File: config.mk
export PLATFORM = sky130hd
export DESIGN_NAME = fft8_in_buf
export DESIGN_NICKNAME = d
export VERILOG_FILES = /design/src/rtl/fft8_in_buf.sv
export SDC_FILE = /design/constraint.sdc
export NUM_CORES = 1
export LEC_CHECK = 0
export CORE_ASPECT_RATIO = 1.4
export CORE_MARGIN = 2
export CORE_UTILIZATION = 45
export DETAILED_ROUTE_END_ITERATION = 16
export PLACE_DENSITY = 0.68
export SLEW_MARGIN = 20
export SYNTH_ARGS = -nofsm -noshare
export SYNTH_HDL_FRONTEND = slang
export SYNTH_SLANG_ARGS = --single-unit
File: constraint.sdc
create_clock -name clk -period 3.1 [get_ports clk]
set_clock_uncertainty 0.1 [all_clocks]
set_input_delay 0.31 -clock clk [delete_from_list [all_inputs] [get_ports clk]]
set_output_delay 0.31 -clock clk [all_outputs]
set_load 0.03 [all_outputs]
File: src/rtl/fft8_in_buf.sv
// fft8_in_buf: ping-pong input loader that scatters samples into bit-reversed lanes for the 8-point FFT
module fft8_in_buf #(
  parameter int FFT_DATA_WD = 10
) (
  input  logic                     clk,
  input  logic                     rst,
  input  logic                     din_vld,
  input  logic                     din_sop,
  input  logic [FFT_DATA_WD-1:0]   din_re,
  input  logic [FFT_DATA_WD-1:0]   din_im,
  output logic                     din_rdy,
  input  logic                     out_rdy,
  output logic                     vld_out,
  output logic [8*FFT_DATA_WD-1:0] fft_dout_re,
  output logic [8*FFT_DATA_WD-1:0] fft_dout_im,
  output logic                     sop_err
);
  logic [2:0] cnt, idx, lane;
  logic wr_bank, rd_bank, accept, xfer;
  logic [1:0] full;
  logic [FFT_DATA_WD-1:0] bank_re [2][8];
  logic [FFT_DATA_WD-1:0] bank_im [2][8];
  always_comb begin
    idx = din_sop ? 3'd0 : cnt;
    lane = {idx[0], idx[1], idx[2]};
  end
  assign din_rdy = !rst && !full[wr_bank];
  assign accept = din_vld && din_rdy;
  assign vld_out = full[rd_bank];
  assign xfer = vld_out && out_rdy;
  always_ff @(posedge clk) begin
    if (rst) begin
      cnt <= 3'd0;
      wr_bank <= 1'b0;
      rd_bank <= 1'b0;
      full <= 2'b00;
      sop_err <= 1'b0;
      for (int b = 0; b < 2; b++)
        for (int l = 0; l < 8; l++) begin
          bank_re[b][l] <= '0;
          bank_im[b][l] <= '0;
        end
    end else begin
      sop_err <= accept && din_sop && cnt != 3'd0;
      if (xfer) begin
        full[rd_bank] <= 1'b0;
        rd_bank <= !rd_bank;
      end
      if (accept) begin
        bank_re[wr_bank][lane] <= din_re;
        bank_im[wr_bank][lane] <= din_im;
        cnt <= idx + 3'd1;
        if (idx == 3'd7) begin
          full[wr_bank] <= 1'b1;
          wr_bank <= !wr_bank;
        end
      end
    end
  end
  for (genvar k = 0; k < 8; k++) begin : g_lane
    assign fft_dout_re[k*FFT_DATA_WD +: FFT_DATA_WD] = bank_re[rd_bank][k];
    assign fft_dout_im[k*FFT_DATA_WD +: FFT_DATA_WD] = bank_im[rd_bank][k];
  end
endmodule
=== Yosys cells after proc, flatten, opt, wreduce, memory -nomap -nowiden ===
Memories as Yosys holds them, arrays and structs flattened. A register that Yosys moved wholly into a read port is not among the register bits.
Index checks and enable logic that the tools add are counted.
Widths: inputs -> output; s select.

* Output and inout port bits: 163
* Bits in latches: 0
* Word-level logic and storage cells: 65
* Bits in registers: 8
* Input port bits: 25
* ROM bits: 0
* Bits in writable memories: 320
* Memories: 2

{| class="wikitable"
|+ Memory list
! memory !! words !! width !! read ports !! clocked after memory_dff !! wr ports !! RTL line !! text
|-
| bank_im || 2 || 80 || 1 || 1 || 2 || 22 || <nowiki>logic [FFT_DATA_WD-1:0] bank_im [2][8];</nowiki>
|-
| bank_re || 2 || 80 || 1 || 1 || 2 || 21 || <nowiki>logic [FFT_DATA_WD-1:0] bank_re [2][8];</nowiki>
|}

* $lt $le $gt $ge: 6
* Multiplexer cells: 30
* Div/mod/pow operators: 0
* Reductions and logical operators: 16
* Add/sub/neg operators: 1
* Bitwise operators: 4
* Equality and inequality tests: 1
* $mul: 0
* Shift operators: 0

{| class="wikitable"
|+ Operator list
! operator !! count
|-
| $mux 80 || 5
|-
| $reduce_or 80->1 || 2
|-
| $demux 10 s3 || 1
|-
| $mux 1 || 16
|-
| $mux 10 || 1
|-
| $logic_and 1x1->1 || 8
|-
| $mux 2 || 4
|-
| $ge 4x4->1 const B || 1
|-
| $logic_not 1->1 || 4
|-
| $lt 1x2->1 const B || 2
|-
| $lt 4x1->1 const B || 1
|-
| $not 3->4 || 1
|-
| $add 3x1->3 const B || 1
|-
| $eq 3x3->1 const B || 1
|-
| $mux 3 || 1
|-
| $reduce_bool 3->1 || 1
|-
| $and 2x2->2 || 1
|-
| $demux 1 s1 || 2
|-
| $ge 1x1->1 const B || 2
|-
| $not 2->2 || 1
|-
| $or 2x2->2 || 1
|-
| $reduce_and 2->1 || 1
|}

=== Logic depth before layout (Yosys ltp) ===
* Depth in word-level cells: 11
* Mapped depth: 7
* Mapped depth without buffers: 6

=== Worst setup path before layout ===
OpenSTA, ideal clock, no wires.

* Path kind: reg2reg
* From: register cnt[0]
* To: memory bank_im[1][0] in the netlist's numbering (enable)
* Arrival: 1.951 ns
* Stages on the path, launching flop included: 6
* Library setup time: 0.397 ns
* Required time: 2.603 ns
* Path slack: 0.652 ns
* Path through: dfxtp_1 > nor2b_1 > ha_1 > ha_1 > nor3_1 > nor2_1

{| class="wikitable"
|+ RTL lines
! what !! RTL line !! text
|-
| start: declaration || 18 || <nowiki>logic [2:0] cnt, idx, lane;</nowiki>
|-
| start signal: assignment || 52 || <nowiki>cnt <= idx + 3'd1;</nowiki>
|-
| end: declaration || 22 ||
|}

==> results.py <==
metrics = {
    "outcome": {
        "status": "completed",
    },
    "min_path": {
        "hp-class": "in -> reg",
    },
    "layout": {
        "syn2layout_area_growth_pct": 24.2,
        "drive_gt1_share_pct": 24.0,
        "insertedDiodeCount": 0,
        "finalNetCount": 1050,
        "instances_no_fill": 1420,
        "final_core_util_pct": 56.6,
        "stdcell_area_um2": 16900,
    },
    "clock_network": {
        "clk_pin_slew_ns": 0.06,
        "cts_resized": 0,
        "cts.sinks": 329,
        "cts_hold_buf": 0,
        "cts_buffers": 29,
        "cts_setup_buffers": 0,
        "clockBufferDepth": 3,
        "clk_latency_ns": 0.55,
        "cts-root-buf": "clkbuf_16",
        "h-tree-depth": 1,
        "cts_tree": "done",
    },
    "detailed_routing": {
        "dr.first_iter.drc_count": 487,
        "drc_errors": 0,
        "ant_nets": 0,
        "viasPerCell": 5.28,
        "first_pass_iters": 5,
        "wire_per_inst_um": 23.0,
        "vias": 7500,
        "wirelength_mm": 32.7,
    },
    "floorplan": {
        "rows": 75,
        "coreArea_um2": 29800,
        "initial_core_util_pct": 45.6,
        "dieHeight_um": 210,
        "die_w_um": 151,
        "die_area_um2": 31700,
        "ios": 188,
    },
    "yosys": {
        "ys_seq_elements": 329,
        "synth_cell_types": 35,
        "synthCells": 814,
        "synth_ff_type": "edfxtp_1",
        "avgSynthCellArea_um2": 16.7,
        "synth_top_family_by_area": "multiplexers",
        "synth-edff-count": 320,
        "async_flop_share_pct": 0,
        "synth_compound_area_share_pct": 0.856,
        "yosysSeqAreaShare_pct": 72.0,
        "yosys.area_share.simple_pct": 11.2,
        "synth_xor_area_share_pct": 0,
        "synthAdderAreaFrac_pct": 0.552,
        "synth_mux_area_share_pct": 13.4,
        "syn-cell-area_um2": 13600,
        "syn_nets": 845,
        "ys_top_cells_by_area": "edfxtp_1 (71%), mux2_2 (13%), and2_1 (7.4%), and3_1 (2.1%), dfxtp_1 (1.3%)",
        "yosysTopAreaCellShare_pct": 70.7,
        "ys_warn_count": 0,
        "synth.largest_area_cell": "edfxtp_1",
    },
    "power": {
        "power_density_nw_per_um2": 550,
        "ir_drop_mv": 0.402,
        "leakagePower_nw": 6.19,
    },
    "global_routing": {
        "overflow": 0,
        "grt_pass1_vias": 7728,
        "antenna_found_initial": 0,
        "grt_max_degree": 42,
        "grt_usage_pct": 20.7,
        "grt_pass1_wl_mm": 48.0,
    },
    "critical_path": {
        "start_kind": "register",
        "worstPathArrival_ns": 2.41,
        "path_max_fanout": 19,
        "crit_required_ns": 2.69,
        "worstSetupPathType": "reg -> out",
        "rrSetupSlack_ns": 0.47,
        "worst_setup_path_end_kind": "output port",
    },
    "sta": {
        "setup_violations": 0,
        "drv_slew": 0,
        "slew-limit-headroom_pct": 25.2,
        "hold_violations": 0,
        "post-route-min-period_ns": 2.82,
        "min_period_over_period_pct": 91.1,
        "setup_ws_ns": 0.276,
        "rsz0062_at_grt": "no",
        "fmax_ghz": 0.354,
        "tightest_slew_ns": 1.12,
        "setup_tns_ns": 0,
    },
    "placement": {
        "dp_hpwl_mm": 22.1,
        "port-buffer-count": 187,
        "dpl_worst_slack_ns": 0.0684,
        "post_dp_cell_area_um2": 16000,
        "dp_cells": 1373,
        "place.gp.congestion": 0.851,
    },
    "flow_run": {
        "drv_cap": 0,
    },
}
==> cell usage after synthesis, types with 2 or more instances <==
| master | number |
|---|---|
| o21ai_0 | 3 |
| mux2_2 | 160 |
| a31oi_1 | 2 |
| inv_1 | 5 |
| buf_2 | 16 |
| and3_1 | 45 |
| a21oi_1 | 10 |
| edfxtp_1 | 320 |
| or2_2 | 7 |
| clkbuf_1 | 20 |
| and2_1 | 160 |
| nor2_1 | 7 |
| nor2b_1 | 2 |
| a211oi_1 | 2 |
| nand2_1 | 7 |
| nand2b_1 | 3 |
| buf_6 | 3 |
| dfxtp_1 | 9 |
| ha_1 | 6 |
| nor3_1 | 6 |
| buf_4 | 7 |
==> sequential cells by signal (all words and copies together), names as in the netlist, named ones only <==
register,cells
bank_im,160
rd_bank,1
sop_err,1
wr_bank,1
full,2
bank_re,160
cnt,3
==> report_power, final <==
group          internal [W]  switching [W]  total (W)
combinational      0.000301       0.000526   0.000827
sequential          0.00512      0.0000544    0.00518
clock               0.00178        0.00151    0.00329
==> final cells by class <==
cell class	count	area, um2
inverter	6	22.5
clock buffer	36	752
tap	385	482
fill	2392	12900
timing repair buffer	221	2180
clock inverter	11	80.1
sequential	329	9790
multi-input combinational	432	3590
==> per-layer routing <==
metal	share of wire, %	GRT usage (%)	vias to the layer above
met5	0	0	-
met4	3.8	8.06	0
li1	-	-	3413
met1	38	25.7	3779
met2	54	37.0	238
met3	4.3	2.02	70
==> critical path: stages, from the launching register on <==
cell and delay (ns):
dfxtp_4 0.51, buf_4 0.34, mux2_2 0.39, clkdlybuf4s50_1 0.61
==> layout by cell type (no fill, tap or decap), types with 2 or more instances in the layout <==
master	instances
a21oi_1	6
clkinv_2	3
ha_1	6
buf_12	4
nor2_1	6
clkbuf_1	7
a31oi_1	2
inv_1	5
and3_1	45
clkdlybuf4s50_1	187
nand2b_1	3
or2_2	7
buf_4	30
a211oi_1	2
o21ai_0	3
edfxtp_1	320
clkbuf_16	29
dfxtp_1	8
a21oi_4	3
nand2_1	7
and2_1	160
mux2_2	160
nor3_1	6
nor2b_1	2
clkinv_1	5
==> worst paths after layout <==
| path | from | endpoint | depth (start not counted) |
|---|---|---|---|
| worst max-delay path | register | fft_dout_re[17] | 3 |
| worst min-delay path | din_sop | sop_err | 2 |
| worst max register to register | full[0] | bank_re[1][77] | 3 |
| worst min register to register | cnt[1] | cnt[1] | 2 |
==> cells by family after synthesis <==
group,after synthesis
flip-flops,329
AND/OR/NAND/NOR,244
multiplexers,162
buffers and inverters,53
AO/OA/AOI/OAI,20
adder cells (fa/ha/maj),6
==> per-stage QoR <==
stage	hold slack (ns)	total power (W)
4_1_cts	0.330	0.00933
5_1_grt	0.379	0.00954
3_5_place_dp	0.417	0.00611
2_1_floorplan	0.366	0.00569
6_report	0.349	0.00930
3_3_place_gp	0.384	0.00609
(Power assumes the default switching activity.)
